## src/rtl/riscv_multi_ctrl.sv

```systemverilog
// rtl/riscv_multi_ctrl.sv - multi-cycle RV32I control FSM
//
// Sequences the shared ALU, the unified memory port and the register file
// of the multi-cycle datapath, one instruction at a time.
//
// Ports:
//   clk, rst                 clock, asynchronous active-low reset
//   op, funct3, funct7b5     fields of the latched instruction register
//   zero, neg, ov            flags of the ALU's current combinational result
//   pc_we, adr_src, mem_we   PC write, address select (0 PC / 1 result), mem write
//   ir_we, reg_we            IR + old_pc latch, register-file write
//   alu_src_a, alu_src_b     ALU operand selects
//   alu_ctrl                 ALU operation code
//   res_src, imm_src         result-bus select, immediate format
//   illegal                  sticky unsupported-instruction flag
//   retired                  count of completed instructions (wraps)

module riscv_multi_ctrl (
    input  logic        clk,
    input  logic        rst,
    input  logic [6:0]  op,
    input  logic [2:0]  funct3,
    input  logic        funct7b5,
    input  logic        zero,
    input  logic        neg,
    input  logic        ov,
    output logic        pc_we,
    output logic        adr_src,
    output logic        mem_we,
    output logic        ir_we,
    output logic        reg_we,
    output logic [1:0]  alu_src_a,
    output logic [1:0]  alu_src_b,
    output logic [3:0]  alu_ctrl,
    output logic [1:0]  res_src,
    output logic [1:0]  imm_src,
    output logic        illegal,
    output logic [31:0] retired
);

    localparam logic [3:0] ALU_ADD = 4'b0000;
    localparam logic [3:0] ALU_SUB = 4'b0001;
    localparam logic [3:0] ALU_AND = 4'b0010;
    localparam logic [3:0] ALU_OR  = 4'b0011;
    localparam logic [3:0] ALU_SLT = 4'b0101;

    localparam logic [6:0] OP_LW     = 7'b0000011;
    localparam logic [6:0] OP_SW     = 7'b0100011;
    localparam logic [6:0] OP_R      = 7'b0110011;
    localparam logic [6:0] OP_I      = 7'b0010011;
    localparam logic [6:0] OP_BRANCH = 7'b1100011;
    localparam logic [6:0] OP_JAL    = 7'b1101111;

    typedef enum logic [3:0] {
        S_FETCH,
        S_DECODE,
        S_MEM_ADR,
        S_MEM_RD,
        S_MEM_WB,
        S_MEM_WR,
        S_EXEC_R,
        S_EXEC_I,
        S_ALU_WB,
        S_BRANCH,
        S_JAL,
        S_JAL_WB,
        S_HALT
    } state_t;

    state_t state;
    state_t nxt_state;

    // Low from reset until the first clock edge: state already reads FETCH
    // but no enable may fire before that edge.
    logic run;

    logic [3:0] arith_ctrl;
    logic       arith_ok;
    logic       branch_ok;
    logic       branch_taken;

    // ALU operation for EXEC_R / EXEC_I; only EXEC_R honours funct7b5.
    always_comb begin
        arith_ctrl = ALU_ADD;
        arith_ok   = 1'b1;
        case (funct3)
            3'b000:  arith_ctrl = (funct7b5 && state == S_EXEC_R) ? ALU_SUB : ALU_ADD;
            3'b010:  arith_ctrl = ALU_SLT;
            3'b110:  arith_ctrl = ALU_OR;
            3'b111:  arith_ctrl = ALU_AND;
            default: arith_ok   = 1'b0;
        endcase
    end

    // Branch resolution from the SUB flags of rs1 - rs2.
    always_comb begin
        branch_ok    = 1'b1;
        branch_taken = 1'b0;
        case (funct3)
            3'b000:  branch_taken = zero;
            3'b001:  branch_taken = !zero;
            3'b100:  branch_taken = neg ^ ov;
            3'b101:  branch_taken = !(neg ^ ov);
            default: branch_ok    = 1'b0;
        endcase
    end

    always_comb begin
        nxt_state = S_HALT;
        case (state)
            S_FETCH:   nxt_state = S_DECODE;
            S_DECODE: begin
                case (op)
                    OP_LW, OP_SW: nxt_state = S_MEM_ADR;
                    OP_R:         nxt_state = S_EXEC_R;
                    OP_I:         nxt_state = S_EXEC_I;
                    OP_BRANCH:    nxt_state = S_BRANCH;
                    OP_JAL:       nxt_state = S_JAL;
                    default:      nxt_state = S_HALT;
                endcase
            end
            S_MEM_ADR: nxt_state = (op == OP_LW) ? S_MEM_RD : S_MEM_WR;
            S_MEM_RD:  nxt_state = S_MEM_WB;
            S_MEM_WB:  nxt_state = S_FETCH;
            S_MEM_WR:  nxt_state = S_FETCH;
            S_EXEC_R:  nxt_state = arith_ok ? S_ALU_WB : S_HALT;
            S_EXEC_I:  nxt_state = arith_ok ? S_ALU_WB : S_HALT;
            S_ALU_WB:  nxt_state = S_FETCH;
            S_BRANCH:  nxt_state = branch_ok ? S_FETCH : S_HALT;
            S_JAL:     nxt_state = S_JAL_WB;
            S_JAL_WB:  nxt_state = S_FETCH;
            S_HALT:    nxt_state = S_HALT;
            default:   nxt_state = S_HALT;
        endcase
    end

    // FETCH is only ever re-entered from a completing state, so a return to
    // FETCH marks a retired instruction.
    always_ff @(posedge clk or negedge rst) begin
        if (!rst) begin
            state   <= S_FETCH;
            run     <= 1'b0;
            illegal <= 1'b0;
            retired <= 32'd0;
        end else if (!run) begin
            run <= 1'b1;
        end else begin
            state <= nxt_state;
            if (nxt_state == S_HALT)
                illegal <= 1'b1;
            if (nxt_state == S_FETCH)
                retired <= retired + 32'd1;
        end
    end

    // Moore decode of the registered state; BRANCH pc_we alone follows the flags.
    always_comb begin
        pc_we     = 1'b0;
        adr_src   = 1'b0;
        mem_we    = 1'b0;
        ir_we     = 1'b0;
        reg_we    = 1'b0;
        alu_src_a = 2'b00;
        alu_src_b = 2'b00;
        alu_ctrl  = ALU_ADD;
        res_src   = 2'b00;
        imm_src   = 2'b00;
        if (run) begin
            case (state)
                S_FETCH: begin
                    ir_we     = 1'b1;
                    alu_src_b = 2'b10;
                    res_src   = 2'b10;
                    pc_we     = 1'b1;
                end
                S_DECODE: begin
                    alu_src_a = 2'b01;
                    alu_src_b = 2'b01;
                    imm_src   = (op == OP_JAL) ? 2'b11 : 2'b10;
                end
                S_MEM_ADR: begin
                    alu_src_a = 2'b10;
                    alu_src_b = 2'b01;
                    imm_src   = (op == OP_LW) ? 2'b00 : 2'b01;
                end
                S_MEM_RD: begin
                    adr_src = 1'b1;
                end
                S_MEM_WB: begin
                    res_src = 2'b01;
                    reg_we  = 1'b1;
                end
                S_MEM_WR: begin
                    adr_src = 1'b1;
                    mem_we  = 1'b1;
                end
                S_EXEC_R: begin
                    alu_src_a = 2'b10;
                    alu_ctrl  = arith_ctrl;
                end
                S_EXEC_I: begin
                    alu_src_a = 2'b10;
                    alu_src_b = 2'b01;
                    alu_ctrl  = arith_ctrl;
                end
                S_ALU_WB, S_JAL_WB: begin
                    reg_we = 1'b1;
                end
                S_BRANCH: begin
                    alu_src_a = 2'b10;
                    alu_ctrl  = ALU_SUB;
                    pc_we     = branch_ok && branch_taken;
                end
                S_JAL: begin
                    alu_src_a = 2'b01;
                    alu_src_b = 2'b10;
                    pc_we     = 1'b1;
                    reg_we    = 1'b1;
                end
                default: ;
            endcase
        end
    end

endmodule

```

## config.mk

```make
export PLATFORM = sky130hd
export DESIGN_NAME = riscv_multi_ctrl
export DESIGN_NICKNAME = d
export VERILOG_FILES = /design/src/rtl/riscv_multi_ctrl.sv
export SDC_FILE = /design/constraint.sdc
export NUM_CORES = 1
export LEC_CHECK = 0
export CAP_MARGIN = 5
export CORE_ASPECT_RATIO = 1.5
export CORE_MARGIN = 8
export CORE_UTILIZATION = 42
export CTS_BUF_LIST = sky130_fd_sc_hd__clkbuf_4
export DETAILED_ROUTE_END_ITERATION = 8
export GPL_TIMING_DRIVEN = 1
export PLACE_DENSITY = 0.69
export SLEW_MARGIN = 20
export SYNTH_ARGS = -nofsm -noshare
export SYNTH_HDL_FRONTEND = slang
export SYNTH_SLANG_ARGS = --single-unit
```

## constraint.sdc

```tcl
create_clock -name clk -period 4.7 [get_ports clk]
set_input_delay 0.94 -clock clk [delete_from_list [all_inputs] [get_ports clk]]
set_output_delay 0.94 -clock clk [all_outputs]
set_load 0.005 [all_outputs]
```

==> results of run 1 <==
metrics by stage:
| stage | hold WS, ns | std cells | util, % | setup WS [ns] | power (uW) |
|---|---|---|---|---|---|
| floorplan | 0.460 | 258 | - | 2.07 | 676 |
| global placement | 0.457 | 380 | 55.4 | 1.05 | 834 |
| detailed placement | 0.462 | 380 | 55.4 | 1.01 | 837 |
| CTS | 0.481 | 387 | 56.3 | 0.993 | 999 |
| global route | 0.496 | 387 | 56.3 | 0.848 | 1060 |
| finish | 0.473 | 387 | 56.3 | 0.992 | 981 |
layout by cell type, fill, tap and decap left out, types with 2 or more instances in the layout:
| cell | n |
|---|---|
| inv_1 | 10 |
| dfrtp_1 | 38 |
| nor3_2 | 4 |
| or3_4 | 2 |
| nand2_1 | 25 |
| and3_1 | 5 |
| clkbuf_4 | 5 |
| nor3_1 | 15 |
| clkdlybuf4s50_1 | 63 |
| conb_1 | 2 |
| xnor2_1 | 11 |
| nor2_1 | 21 |
| nor4_2 | 7 |
| a32oi_1 | 2 |
| a21oi_1 | 10 |
| and2_1 | 2 |
| nand3_1 | 8 |
| and4_1 | 2 |
| o21ai_0 | 11 |
| clkinv_2 | 2 |
| xor2_1 | 23 |
| nor2b_1 | 7 |
| nand4_1 | 10 |
| nand2b_1 | 6 |
worst paths after layout:
check | from | to
hold reg to reg | retired[31]$_DFFE_PN0P_ | retired[31]$_DFFE_PN0P_
setup reg to reg | state[1]$_DFFE_PN0P_ | retired[31]$_DFFE_PN0P_
min in group asynchronous | rst | retired[18]$_DFFE_PN0P_
hold / removal | retired[31]$_DFFE_PN0P_ | retired[31]$_DFFE_PN0P_
setup / recovery | funct3[2] | pc_we
max in group asynchronous | rst | retired[15]$_DFFE_PN0P_
state kept, by name (all words and copies together) (netlist names):
| register | cells |
|---|---|
| retired | 32 |
| state | 4 |
| illegal | 1 |
| run | 1 |
logic make-up after synthesis:
kind of cell    count (synthesis)  share of synthesized area, %
compound gates                 33                          9.39
xor+xnor                       35                          13.3
fa+ha+maj                       1                         0.530
buf+inv                        23                          4.51
flops                          38                          40.3
mux                             2                         0.901
other cells                     2                         0.318
simple gates                  124                          30.8
synth_stat cells (4+ instances only):
master / number / area, um^2
nor2_1: 21 / 78.8
dfrtp_1: 38 / 951
nand2b_1: 6 / 37.5
nand4_1: 10 / 62.6
nor3_1: 15 / 75.1
clkbuf_1: 7 / 26.3
a21oi_1: 10 / 50.1
nor3_2: 4 / 40.0
xor2_1: 23 / 201
nor2b_1: 7 / 43.8
xnor2_1: 11 / 96.3
nor4_2: 7 / 87.6
nand3_1: 8 / 40.0
inv_1: 10 / 37.5
and3_1: 5 / 31.3
o21ai_0: 11 / 55.1
nand2_1: 25 / 93.8
report_power, final:
group          switching (uW)  internal [uW]  total, uW  leakage (uW)
registers                84.7            363        447      0.000479
logic                     185            194        379      0.000812
clock network             101           53.8        155     0.0000308
total                     371            610        981       0.00132
per-layer routing:
| layer | up-vias | share of wire (%) |
|---|---|---|
| li1 | 1012 | - |
| met2 | 47 | 53 |
| met1 | 973 | 41 |
| met5 | - | 0 |
| met3 | 6 | 4.7 |
| met4 | 0 | 1.6 |
worst max-delay path, stage by stage:
cell and delay (ns):
clkdlybuf4s50_1 0.53, nor2_1 0.06, a21oi_1 0.16, xor2_1 0.16
a21oi_1 0.08, a211oi_1 0.28, clkdlybuf4s50_1 0.55
cell type report:
type	count	area (um^2)
Sequential cell	38	951
Clock inverter	2	10.0
Tap cell	70	87.6
Timing Repair Buffer	65	643
Multi-Input combinational cell	197	1300
Inverter	10	37.5
Fill cell	531	2380
Clock buffer	5	37.5
==> reports/metrics.yaml, run 1 <==
use_met3_pct: 3.43
wl_per_cell_um: 14.5
status: "finished, final reports clean"
wirelength_um: 5600
clock_sinks: 38
slew_violations: 0
cts_tree: "done"
syn_area_um2: 2360
max_freq_ghz: 0.270
vdd_ir_drop_max_v: 0.000169
cts_inserted_buffers: 5
final_layout_size_suffix_gt1_share_pct: 8.20
port_buffers: 64
num_vias: 2038
leakagePower_uw: 0.00132
clk_pin_slew_ns: 0.11
dp_hpwl_um: 4350
setup.worst_path.end_class: "primary output"
criticalPathCategory: "in -> out"
skew_ns: 0.00913
tightestPinTransition_ns: 0.832
grt_start_max_net_pins: 39
async_reset_ff_share_pct: 100
nets: 334
worstSkewPairLatency_ns: 0.34
finalCritPeriodShare_pct: 78.9
ys_ff_latch: 38
synthFlopType: "dfrtp_1"
synth_warnings: 0
fin_area_um2: 3070
cp.required_ns: 3.76
vias_per_cell: 5.27
grt_pass1_vias: 2146
min_path_type: "reg -> reg"
io_pins: 66
antenna_cells: 0
syn_inst: 258
drt_iter0_drc: 64
syn_to_final_growth_pct: 30.1
hold_depth: 1
rsz0062_at_grt: "false"
grt_pass1_wl_um: 9780
drtPass1Iterations: 4
start_kind: "input port"
hold_viol_final: 0
ctsResizeCount: 0
cp_max_fo: 5
ctsHoldBuffers: 0
met1_usage_pct: 14.7
use_met2_pct: 25.9
busiest_layer: "met2"
cts-root-buf: "clkbuf_4"
ys_seq_area_share_pct: 40.3
track_usage_pct: 14.0
gp_congestion: 0.815
power_density_nw_per_um2: 320
dieWidth_um: 77.2
placed_area_um2: 3020
overflow: 0
slew_headroom_pct: 44.6
setup_tns_ns: 0
dieArea_um2: 8320
setup_viol: 0
core_region_area_um2: 5450
drc: 0
cts_max_level: 2
r2r_setup_slack_ns: 2.13
max_cap_violations: 0
start_util_pct: 43.3
clockBufferDepth: 2
antenna_found_initial: 0
synth_edf_count: 0
ys_types: 50
syn-mean-instance-area_um2: 9.15
cp.arrival_ns: 2.77
syn_nets: 275
antenna_left: 0
min_period_ns: 3.71
die_h_um: 108
post_cts_buffers: 0
rows: 33
reg2reg_depth: 6
(Power assumes the default switching activity.)
==> inputs of run 2 (changes only) <==
Settings changed: PLACE_DENSITY 0.69 to 0.71.
Clock period 4.7 ns to 3.4 ns, I/O delays scaled along.
==> run 2 against run 1 <==
  * Worst hold slack lost 0.060 ns
  * Sequential share of layout area shrank 0.44 points
  * Largest cell class unchanged
  * Design area grew 1.4%
==> reports/metrics.yaml, run 2 (synthesis results as in run 1) <==
status: "finished, final reports clean"  # unchanged
io_pins: 66  # unchanged
vias_per_cell: 5.34  # was 5.27
placed_area_um2: 3060  # was 3020 um^2
syn_to_final_growth_pct: 31.9  # was 30.1%
vdd_ir_drop_max_v: 0.000251  # was 0.000169 V
reg2reg_depth: 7  # was 6
skew_ns: 0.0140  # was 0.00913 ns
dp_hpwl_um: 4520  # was 4350 um
num_vias: 2098  # was 2,038
use_met2_pct: 25.0  # was 25.9%
use_met3_pct: 4.35  # was 3.43%
r2r_start: "state[1]$_DFFE_PN0P_"  # unchanged
final_cell_mix: "clkdlybuf4s50_1 (63), dfrtp_1 (38), nand2_1 (25)"  # unchanged
drc: 0  # unchanged
tightestPinTransition_ns: 0.819  # was 0.832 ns
leakagePower_uw: 0.00134  # was 0.00132 uW
start_util_pct: 43.3  # unchanged
dieWidth_um: 77.2  # unchanged
power_density_nw_per_um2: 448  # was 320 nW/um^2
port_buffers: 64  # unchanged
overflow: 0  # unchanged
clock_sinks: 38  # unchanged
start_kind: "input port"  # unchanged
largest_reg_flops: 32  # unchanged
wirelength_um: 5720  # was 5600 um
drtPass1Iterations: 4  # unchanged
slew_headroom_pct: 45.4  # was 44.6%
largest-register: "retired"  # unchanged
cp.required_ns: 2.72  # was 3.76 ns
post_cts_buffers: 0  # unchanged
totalPowerFinal_uw: 1390  # was 981 uW
antenna_left: 0  # unchanged
core_region_area_um2: 5450  # unchanged
min_period_ns: 3.15
max_cap_violations: 0  # unchanged
grt_pass1_wl_um: 9920  # was 9780 um
reg_top3: "retired x32, state x4"  # unchanged
max_freq_ghz: 0.318
nets: 339  # was 334
final_layout_size_suffix_gt1_share_pct: 9.60  # was 8.20%
grt_start_max_net_pins: 39  # unchanged
gp_congestion: 0.833  # was 0.815
finalCritPeriodShare_pct: 92.6
worst_slack_ns: 0.252  # was 0.992 ns
dieArea_um2: 8320  # unchanged
criticalPathCategory: "in -> out"  # unchanged
met1_usage_pct: 15.5  # was 14.7%
slew_violations: 0  # unchanged
cts_max_level: 2  # unchanged
hold_viol_final: 0  # unchanged
setup_tns_ns: 0  # unchanged
cp_max_fo: 5  # unchanged
cts_tree: "done"  # unchanged
fin_area_um2: 3110  # was 3070 um^2
r2r_setup_slack_ns: 1.17  # was 2.13 ns
die_h_um: 108  # unchanged
min_path_type: "in -> async"  # was reg -> reg
clockBufferDepth: 2  # unchanged
antenna_cells: 0  # unchanged
ctsResizeCount: 0  # unchanged
cts-root-buf: "clkbuf_4"  # unchanged
rsz0062_at_grt: "false"  # unchanged
cp.arrival_ns: 2.47  # was 2.77 ns
fin_hold_ws_ns: 0.413  # was 0.473 ns
wl_per_cell_um: 14.6  # was 14.5 um
clk_pin_slew_ns: 0.12  # was 0.11 ns
cts_inserted_buffers: 5  # unchanged
dp_slack_ns: 0.261  # was 1.01 ns
worstReg2RegEnd: "retired[24]$_DFFE_PN0P_"  # was retired[31]$_DFFE_PN0P_
grt_pass1_vias: 2070  # was 2,146
worstSkewPairLatency_ns: 0.34  # about the same
ctsHoldBuffers: 0  # unchanged
drt_iter0_drc: 115  # was 64
setup_viol: 0  # unchanged
busiest_layer: "met2"  # unchanged
setup.worst_path.end_class: "primary output"  # unchanged
track_usage_pct: 14.2  # was 14.0%
rows: 33  # unchanged
antenna_found_initial: 0  # unchanged
final_common_cell: "clkdlybuf4s50_1"  # unchanged
[run 2: cell count changes in the layout (fill, tap and decap cells not counted)]
cell	previous run	this run
clkinvlp_4	0	1
buf_4	1	6
clkinv_1	0	1
clkinv_2	2	1
[run 2: layout make-up]
type,instances,area (um^2)
Fill cell,536,2340
Multi-Input combinational cell,197,1300
Sequential cell,38,951
Timing Repair Buffer,70,681
Tap cell,70,87.6
Clock buffer,5,37.5
Inverter,10,37.5
Clock inverter,3,16.3
[run 2: routing by layer]
layer / wire, um / part of all wire (%)
met1: 2250 / 39
met2: 3020 / 53
met3: 365 / 6.4
met4: 81 / 1.4
met5: 0 / 0
[run 2: worst max-delay path, stage by stage]
cell and delay [ns]:
clkdlybuf4s50_1 0.54, nand4_1 0.15, or4_1 0.42, a21oi_1 0.15
clkdlybuf4s50_1 0.52
[run 2: worst max path at each step]
stage,startpoint,to,cells after the start
floorplan,op[3],retired[6]$_DFFE_PN0P_,6
global placement,op[5],imm_src[0],5
detailed placement,op[5],imm_src[0],5
CTS,op[5],imm_src[0],5
global route,op[5],imm_src[0],5
finish,op[5],imm_src[0],5
[run 2: report_power, final]
| part | switching, uW | total (uW) | internal [uW] | leakage [uW] |
|---|---|---|---|---|
| combinational | 281 | 565 | 284 | 0.000835 |
| sequential | 100 | 602 | 502 | 0.000479 |
| clock | 150 | 227 | 77.0 | 0.0000286 |
| total | 531 | 1390 | 863 | 0.00134 |
[run 2: per-stage QoR]
stage	utilization (%)	std cells
after global placement	56.1	385
after global routing	57.1	393
after detailed placement	56.1	385
after floorplan	-	258
final	57.1	393
after CTS	57.1	393
==> inputs of run 3 (changes only) <==
Settings changed: PLACE_DENSITY 0.71 to 0.69.
Clock period 3.4 ns to 3.58 ns, I/O delays scaled along.
==> run 3 against run 2 <==
  * Sequential power fell by 6.0%
  * Die area stayed put
  * First-iteration DRC count shrank 43%
  * Sequential share of layout area about the same
  * Global-route usage rose by 0.55 points
==> reports/metrics.yaml, run 3 (synthesis results as in run 1) <==
dp_cells: 383  # was 385
dp_hpwl_um: 4580  # was 4520 um
die_h_um: 108  # unchanged
min_period_ns: 3.25
port_buffers: 64  # unchanged
setup_tns_ns: 0  # unchanged
setup_viol: 0  # unchanged
leakagePower_uw: 0.00134  # about the same
drtPass1Iterations: 4  # unchanged
start_kind: "input port"  # unchanged
fin_cells: 391  # was 393
finalCritPeriodShare_pct: 90.9
grt_pass1_vias: 2144  # was 2,070
antenna_found_initial: 1  # was 0
crit_cells: 7  # was 5
clockBufferDepth: 2  # unchanged
tightestPinTransition_ns: 0.830  # was 0.819 ns
cts_tree: "done"  # unchanged
cp.required_ns: 2.86  # was 2.72 ns
critical-path-max-stage-delay_ns: 0.56  # was 0.54 ns
track_usage_pct: 14.8  # was 14.2%
cp_max_fo: 5  # unchanged
drc: 0  # unchanged
fillCellCount: 522  # was 536
ctsResizeCount: 0  # unchanged
wirelength_um: 5850  # was 5720 um
crit_family: "buffers and inverters"  # unchanged
hold_viol_final: 0  # unchanged
r2r_setup_slack_ns: 1.45  # was 1.17 ns
final_cell_mix: "clkdlybuf4s50_1 (63), dfrtp_1 (38), nand2_1 (25)"  # unchanged
nets: 337  # was 339
cts_inserted_buffers: 5  # unchanged
r2r_start: "run$_DFF_PN0_"  # was state[1]$_DFFE_PN0P_
clk_pin_slew_ns: 0.11  # was 0.12 ns
status: "finished, final reports clean"  # unchanged
max_freq_ghz: 0.307
num_vias: 2085  # was 2,098
final_common_cell: "clkdlybuf4s50_1"  # unchanged
skew_ns: 0.00814  # was 0.0140 ns
ctsHoldBuffers: 0  # unchanged
syn_to_final_growth_pct: 32.1  # was 31.9%
worstSkewPairLatency_ns: 0.35  # was 0.34 ns
vias_per_cell: 5.33  # was 5.34
path_buf_inv: 2  # unchanged
reg2reg_depth: 6  # was 7
grt_pass1_wl_um: 10200  # was 9920 um
wl_per_cell_um: 15.0  # was 14.6 um
clock_sinks: 38  # unchanged
vdd_ir_drop_max_v: 0.000210  # was 0.000251 V
slew_violations: 0  # unchanged
setup.worst_path.end_class: "primary output"  # unchanged
power_density_nw_per_um2: 444  # was 448 nW/um^2
final_layout_size_suffix_gt1_share_pct: 8.75  # was 9.60%
criticalPathCategory: "in -> out"  # unchanged
largest-register: "retired"  # unchanged
cts_max_level: 2  # unchanged
reg_top3: "retired x32, state x4"  # unchanged
worstReg2RegEnd: "retired[24]$_DFFE_PN0P_"  # unchanged
antenna_left: 0  # unchanged
cp.arrival_ns: 2.54  # was 2.47 ns
post_cts_buffers: 0  # unchanged
grt_start_max_net_pins: 39  # unchanged
min_path_type: "in -> async"  # unchanged
overflow: 0  # unchanged
rows: 33  # unchanged
dieWidth_um: 77.2  # unchanged
slew_headroom_pct: 44.7  # was 45.4%
cp_cell_sequence: "clkdlybuf4s50_1 > nor2_1 > a21oi_1 > xor2_1 > a21oi_1 > a211oi_1 > clkdlybuf4s50_1"  # was clkdlybuf4s50_1 > nand4_1 > or4_1 > a21oi_1 > clkdlybuf4s50_1
cts-root-buf: "clkbuf_4"  # unchanged
drt_iter0_drc: 66  # was 115
start_util_pct: 43.3  # unchanged
core_region_area_um2: 5450  # unchanged
slowest_stage: "clkdlybuf4s50_1"  # unchanged
gp_congestion: 0.838  # was 0.833
largest_reg_flops: 32  # unchanged
dieArea_um2: 8320  # unchanged
io_pins: 66  # unchanged
max_cap_violations: 0  # unchanged
rsz0062_at_grt: "false"  # unchanged
run 3: routing by layer:
metal  vias to the layer above  GRT usage, %  share of wire (%)
met3                        12          4.18                5.5
li1                       1023             -                  -
met1                       997          15.3                 39
met2                        53          26.5                 53
met5                         -             0                  0
met4                         0          7.18                2.1
run 3: layout make-up:
cell class | count | area [um^2] | share of cell area (%)
well taps | 70 | 87.6 | 2.81
multi-input cells | 197 | 1300 | 41.8
flip-flops and latches | 38 | 951 | 30.5
clock buffers | 5 | 37.5 | 1.20
inverters | 10 | 37.5 | 1.20
repair buffers | 68 | 666 | 21.3
clock inverters | 2 | 33.8 | 1.08
diodes | 1 | 2.50 | 0.0803
run 3: power breakdown:
part / switching (uW) / total (uW) / internal (uW)
logic: 276 / 543 / 267
registers: 88.8 / 566 / 477
clock network: 134 / 275 / 141
total: 499 / 1380 / 885
run 3: stage by stage:
step	power [uW]	setup WS, ns	area [um^2]	hold slack, ns	utilization (%)
2_1_floorplan	888	1.28	2360	0.420	-
6_report	1380	0.327	3120	0.452	57.2
3_3_place_gp	1110	0.370	3040	0.459	55.9
5_1_grt	1480	0.223	3120	0.506	57.2
4_1_cts	1400	0.321	3120	0.483	57.2
3_5_place_dp	1120	0.344	3040	0.454	55.9
run 3: worst max-delay path by stage:
stage | startpoint | endpoint
2_1_floorplan | op[3] | retired[6]$_DFFE_PN0P_
3_3_place_gp | op[5] | imm_src[0]
3_5_place_dp | funct3[2] | pc_we
4_1_cts | funct3[2] | pc_we
5_1_grt | funct3[2] | pc_we
6_report | funct3[2] | pc_we
run 3: worst reg2reg max path, cell delays in order (launching register included):
cell and delay [ns]:
dfrtp_1 0.66, nor4bb_1 0.36, a311o_1 0.19, nand3_2 0.14, buf_4 0.23, nor4_2 0.32
xor2_1 0.16
==> edit 1: new RTL, settings of run 3 <==
Add an input register stage for `op`, `funct3`, `funct7b5`, `zero`, `neg` and `ov`, with the module's reset; this delays them by one clock. Comments in the files are not updated.
--- a/src/rtl/riscv_multi_ctrl.sv
+++ b/src/rtl/riscv_multi_ctrl.sv
@@ -69,2 +69,27 @@
 
+    logic [6:0] op_q;
+    logic [2:0] funct3_q;
+    logic funct7b5_q;
+    logic zero_q;
+    logic neg_q;
+    logic ov_q;
+
+    always_ff @(posedge clk or negedge rst) begin
+        if (!rst) begin
+            op_q       <= '0;
+            funct3_q   <= '0;
+            funct7b5_q <= '0;
+            zero_q     <= '0;
+            neg_q      <= '0;
+            ov_q       <= '0;
+        end else begin
+            op_q       <= op;
+            funct3_q   <= funct3;
+            funct7b5_q <= funct7b5;
+            zero_q     <= zero;
+            neg_q      <= neg;
+            ov_q       <= ov;
+        end
+    end
+
     state_t state;
@@ -85,4 +110,4 @@
         arith_ok   = 1'b1;
-        case (funct3)
-            3'b000:  arith_ctrl = (funct7b5 && state == S_EXEC_R) ? ALU_SUB : ALU_ADD;
+        case (funct3_q)
+            3'b000:  arith_ctrl = (funct7b5_q && state == S_EXEC_R) ? ALU_SUB : ALU_ADD;
             3'b010:  arith_ctrl = ALU_SLT;
@@ -98,7 +123,7 @@
         branch_taken = 1'b0;
-        case (funct3)
-            3'b000:  branch_taken = zero;
-            3'b001:  branch_taken = !zero;
-            3'b100:  branch_taken = neg ^ ov;
-            3'b101:  branch_taken = !(neg ^ ov);
+        case (funct3_q)
+            3'b000:  branch_taken = zero_q;
+            3'b001:  branch_taken = !zero_q;
+            3'b100:  branch_taken = neg_q ^ ov_q;
+            3'b101:  branch_taken = !(neg_q ^ ov_q);
             default: branch_ok    = 1'b0;
@@ -112,3 +137,3 @@
             S_DECODE: begin
-                case (op)
+                case (op_q)
                     OP_LW, OP_SW: nxt_state = S_MEM_ADR;
@@ -121,3 +146,3 @@
             end
-            S_MEM_ADR: nxt_state = (op == OP_LW) ? S_MEM_RD : S_MEM_WR;
+            S_MEM_ADR: nxt_state = (op_q == OP_LW) ? S_MEM_RD : S_MEM_WR;
             S_MEM_RD:  nxt_state = S_MEM_WB;
@@ -178,3 +203,3 @@
                     alu_src_b = 2'b01;
-                    imm_src   = (op == OP_JAL) ? 2'b11 : 2'b10;
+                    imm_src   = (op_q == OP_JAL) ? 2'b11 : 2'b10;
                 end
@@ -183,3 +208,3 @@
                     alu_src_b = 2'b01;
-                    imm_src   = (op == OP_LW) ? 2'b00 : 2'b01;
+                    imm_src   = (op_q == OP_LW) ? 2'b00 : 2'b01;
                 end
Behaviour: not the same (a bounded check fails within 4 cycles, from zero or initial values and one cycle with rst low).
==> edit 1 against run 3 <==
Count of clock-buffer cells in the layout unchanged; worst setup slack better by 0.10 ns; critical path depth down 1; sequential power up 32%; total power up 9.0%; fmax up 3.3%; area after synthesis up 17%; sequential cell count up 14; register-to-register slack worse by 0.23 ns; global-route usage down 0.82 points; clock power down 7%; routed wire length up 11%; final area up 13%; critical path type is now flop to output pin; highest routed layer unchanged.
==> edit 1: results (changes against run 3) <==
stage;metric;value;unit;change
run_status;status;finished clean;;
setup_path;Slowest-stage cell, CP;dfrtp_1;;
yosys;top cells by count, synth;dfrtp_1, xor2_1, nor3_1;;
yosys;Netlist cell types;43;;-14%
clock_tree;Setup Buffers After CTS;0;;unchanged
finish;Filler cells;612;;+17%
setup_path;critical path's top delay family;simple AND/OR/NAND/NOR gates;;
yosys;Area contributors post-synth;dfrtp_1, xor2_1, nor4_2;;
yosys;Synth Flop Type;dfrtp_1;;
yosys;share of flip-flops with an asynchronous set or reset;100.0;%;unchanged
route;vias after detailed routing;2294;;+10%
yosys;register area share after synthesis;47.02;%;+6.7 points
finish;share of post-route cells with drive strength above 1;10.53;%;+1.8 points
power_and_ir_drop;power per cell area;428.4;nW/um^2;-3.5%
finish;Nets;358;;+6.2%
route;metal1 wirelength;2.535;mm;+10%
route;metal3 WL;336;microns;+4.0%
sta;Rel. slew slack;38.97;%;-5.7 points
setup_path;CP Data Arrival Time;2.43;ns;-0.11 ns
place;dpl cell area;3465;sq um;+14%
setup_path;Worst Path Max Fanout;15;;+10
grt;antenna violations before repair;0;;-1
finish;biggest regs;retired x32, op_q x7, state x4;;
place;GP Congestion;0.7984;;-4.7%
grt;largest net degree at the start of global routing;43;;+10%
yosys;syn nets;296;;+7.6%
sta;count of final hold-check violations;0;;unchanged
sta;Worst Skew;0.009906;ns;+0.001769 ns
power_and_ir_drop;P_leak;1.510;nW;+12%
clock_tree;CTS clock-pin slew for the worst setup and hold paths;0.15;ns;+0.04 ns
route;drt first-iter violations;91;;+38%
grt;GRT Util Overall;13.93;%;-0.82 points
yosys;Syn. warnings;0;;unchanged
grt;first-pass GRT wire length;10.52;mm;+3.2%
route;final wirelength;6.504;mm;+11%
clock_tree;TritonCTS Buffers;5;;unchanged
route;Detail Route met2 WL;3.519;mm;+13%
route;DR top layer;met4;;
place;detailed placement HPWL;4.878;mm;+6.5%
power_and_ir_drop;Peak VDD IR;0.3596;mV;+71%
clock_tree;maximum root-to-sink buffer count;2;;unchanged
place;I/O Buffers;64;;unchanged
finish;ant diodes;0;;-1
-- edit 1: report_power, final --
group | switching, mW | internal, mW
clock network | 0.183 | 0.0743
registers | 0.104 | 0.645
logic | 0.250 | 0.252
-- edit 1: cell type report --
type / instances / area share, %
Inverter: 9 / 0.9595
Tap cell: 76 / 2.701
Multi-Input combinational cell: 203 / 38.45
Clock buffer: 5 / 1.066
Clock inverter: 3 / 0.5330
Sequential cell: 52 / 36.96
Timing Repair Buffer: 70 / 19.33
-- edit 1: stage by stage --
stage / worst slack [ns] / instances
2_1_floorplan: 1.313 / 279
3_3_place_gp: 0.9181 / 410
3_5_place_dp: 0.8591 / 410
4_1_cts: 0.4221 / 418
5_1_grt: 0.2426 / 418
6_report: 0.4312 / 418
-- edit 1: final timing paths --
kind                             start     endpoint  slack, ns  depth (start not counted)
min                                rst      illegal       0.47                          1
min in group clk           retired[24]  retired[24]       0.50                          1
max                           state[3]   imm_src[0]       0.43                          6
min reg2reg                retired[24]  retired[24]       0.50                          1
max reg2reg                    op_q[3]  retired[15]       1.22                          6
max in group asynchronous          rst  retired[31]       2.40                          2
-- edit 1: logic make-up (layout without fill, tap and decap cells) --
kind of cell | after synthesis | in the layout | synth area share [%]
xor+xnor | 34 | 34 | 10.76
simple gates | 134 | 134 | 29.43
fa+ha+maj | 1 | 1 | 0.4520
other cells | 2 | 2 | 0.2713
buf+inv | 24 | 87 | 4.068
compound gates | 31 | 31 | 7.596
mux | 1 | 1 | 0.4068
flops | 52 | 52 | 47.02
-- edit 1: layer usage --
layer  track usage (%)  vias up
met1             15.58     1115
li1                  -     1107
met5                 0        -
met4             5.059        0
met2             25.01       62
met3             2.562       10
==> edit 2: new RTL, flow settings as in run 3 <==
Made on the original files. Reset style: synchronous (`rst`), changed in one clocked block. Comments in the files are not updated.
--- a/src/rtl/riscv_multi_ctrl.sv
+++ b/src/rtl/riscv_multi_ctrl.sv
@@ -138,3 +138,3 @@
     // FETCH marks a retired instruction.
-    always_ff @(posedge clk or negedge rst) begin
+    always_ff @(posedge clk) begin
         if (!rst) begin
Function: differs if rst is asserted again (counterexample within 4 cycles, from zero or initial values and one cycle with rst low); with rst held inactive, the same outputs for 10 cycles.
==> edit 2 against run 3 <==
Sequential cell count unchanged; area after synthesis grew 3.3%; utilization decreased by 2.7 points; worst setup slack lost 0.058 ns; sequential share of layout area down 6.0 points; synthesized cell count up 22%; final area down 0.36%; routed wire length increased by 19%; non-clock buffer count shrank 2; critical path type unchanged.
Power is not compared: it rests on default switching activity, and its combinational part moved more than twofold at a synthesized area within 25%.
==> edit 2: results (changes against run 3) <==
stage;metric;value;unit;change
place;detailed placement HPWL;4.964;mm;+8.4%
yosys;share of flip-flops with an asynchronous set or reset;0;%;-100 points
place;pre-CTS setup slack;0.2504;ns;-0.09408 ns
finish;share of post-route cells with drive strength above 1;3.571;%;-5.2 points
grt;first-pass GRT wire length;11.61;mm;+14%
place;GP Congestion;0.8184;;-2.4%
place;Placed Instances;428;;+12%
setup_path;Worst Path Max Fanout;7;;+2
route;routed vias/inst;6.023;;+13%
finish;Filler cells;581;;+11%
route;drt first-iter violations;86;;+30%
hold_path;Hold WC Path Type;flop to flop;;
finish;ant diodes;0;;-1
place;dpl cell area;3053;sq um;+0.29%
grt;largest net degree at the start of global routing;59;;+51%
sta;Worst Skew;0.009069;ns;+0.0009321 ns
run_status;status;finished clean;;
run;Max-Cap Viols;0;;unchanged
grt;GRT Util Overall;15.99;%;+1.2 points
grt;antenna violations before repair;0;;-1
yosys;mean post-synth cell area;7.766;sq um;-15%
yosys;Netlist cell types;48;;-4.0%
route;vias after detailed routing;2626;;+26%
yosys;top cells by count, synth;dfxtp_1, a21oi_1, nand2_1;;
sta;Rel. slew slack;61.47;%;+17 points
yosys;syn nets;331;;+20%
yosys;Area contributors post-synth;dfxtp_1, o31ai_1, or4_1;;
[edit 2: cells by family (layout without fill, tap and decap cells)]
family,count (synthesis),in the layout,share of synthesized area [%]
AO/OA/AOI/OAI,84,84,22.11
XOR/XNOR,3,3,1.078
adder cells (fa/ha/maj),1,1,0.5130
buffers and inverters,29,79,6.157
flip-flops,38,38,31.20
multiplexers,5,5,2.052
other,1,1,0.1538
AND/OR/NAND/NOR,153,153,36.74
[edit 2: stage by stage]
stage	hold slack [ns]	power [mW]
floorplan	0.4605	0.5447
global placement	0.4667	0.5962
detailed placement	0.4724	0.5979
CTS	0.4889	0.8245
global route	0.5308	0.8591
finish	0.4907	0.8184
[edit 2: per-layer routing]
metal  track usage (%)  vias to the layer above  share of wire (%)
met2             28.05                       67                 50
met5                 0                        -                  0
met3             4.255                       13                5.7
met4             5.053                        0                1.8
met1             18.42                     1236                 42
li1                  -                     1310                  -
[edit 2: final cells by class]
type / count / area [sq um] / area share (%)
clock buffer: 6 / 45.04 / 1.450
clock inverter: 2 / 8.758 / 0.2819
inverter: 5 / 18.77 / 0.6041
multi-input combinational: 247 / 1528 / 49.17
sequential: 38 / 760.7 / 24.49
tap: 72 / 90.09 / 2.900
timing repair buffer: 66 / 655.6 / 21.10
[edit 2: power by group through the flow]
stage	Clock, mW	Sequential, mW	Combinational [mW]
after global routing	0.253	0.444	0.162
after detailed placement	0	0.452	0.146
final	0.230	0.442	0.147
after floorplan	0	0.441	0.104
after global placement	0	0.451	0.145
after CTS	0.235	0.442	0.148
[edit 2: path summary, 6_finish.rpt]
| kind | from | endpoint | slack, ns | cells past startpoint |
|---|---|---|---|---|
| max | op[2] | imm_src[0] | 0.27 | 7 |
| min | retired[31] | retired[31] | 0.49 | 2 |
| max reg2reg | state[3] | retired[5] | 0.98 | 6 |
| min reg2reg | retired[31] | retired[31] | 0.49 | 2 |
[edit 2: critical path, stage by stage]
cell and delay [ns]:
clkdlybuf4s50_1 0.53, nor4bb_1 0.46, nand2_1 0.10, nand3_1 0.13, o21ai_0 0.08, and2_1 0.15
clkdlybuf4s50_1 0.44
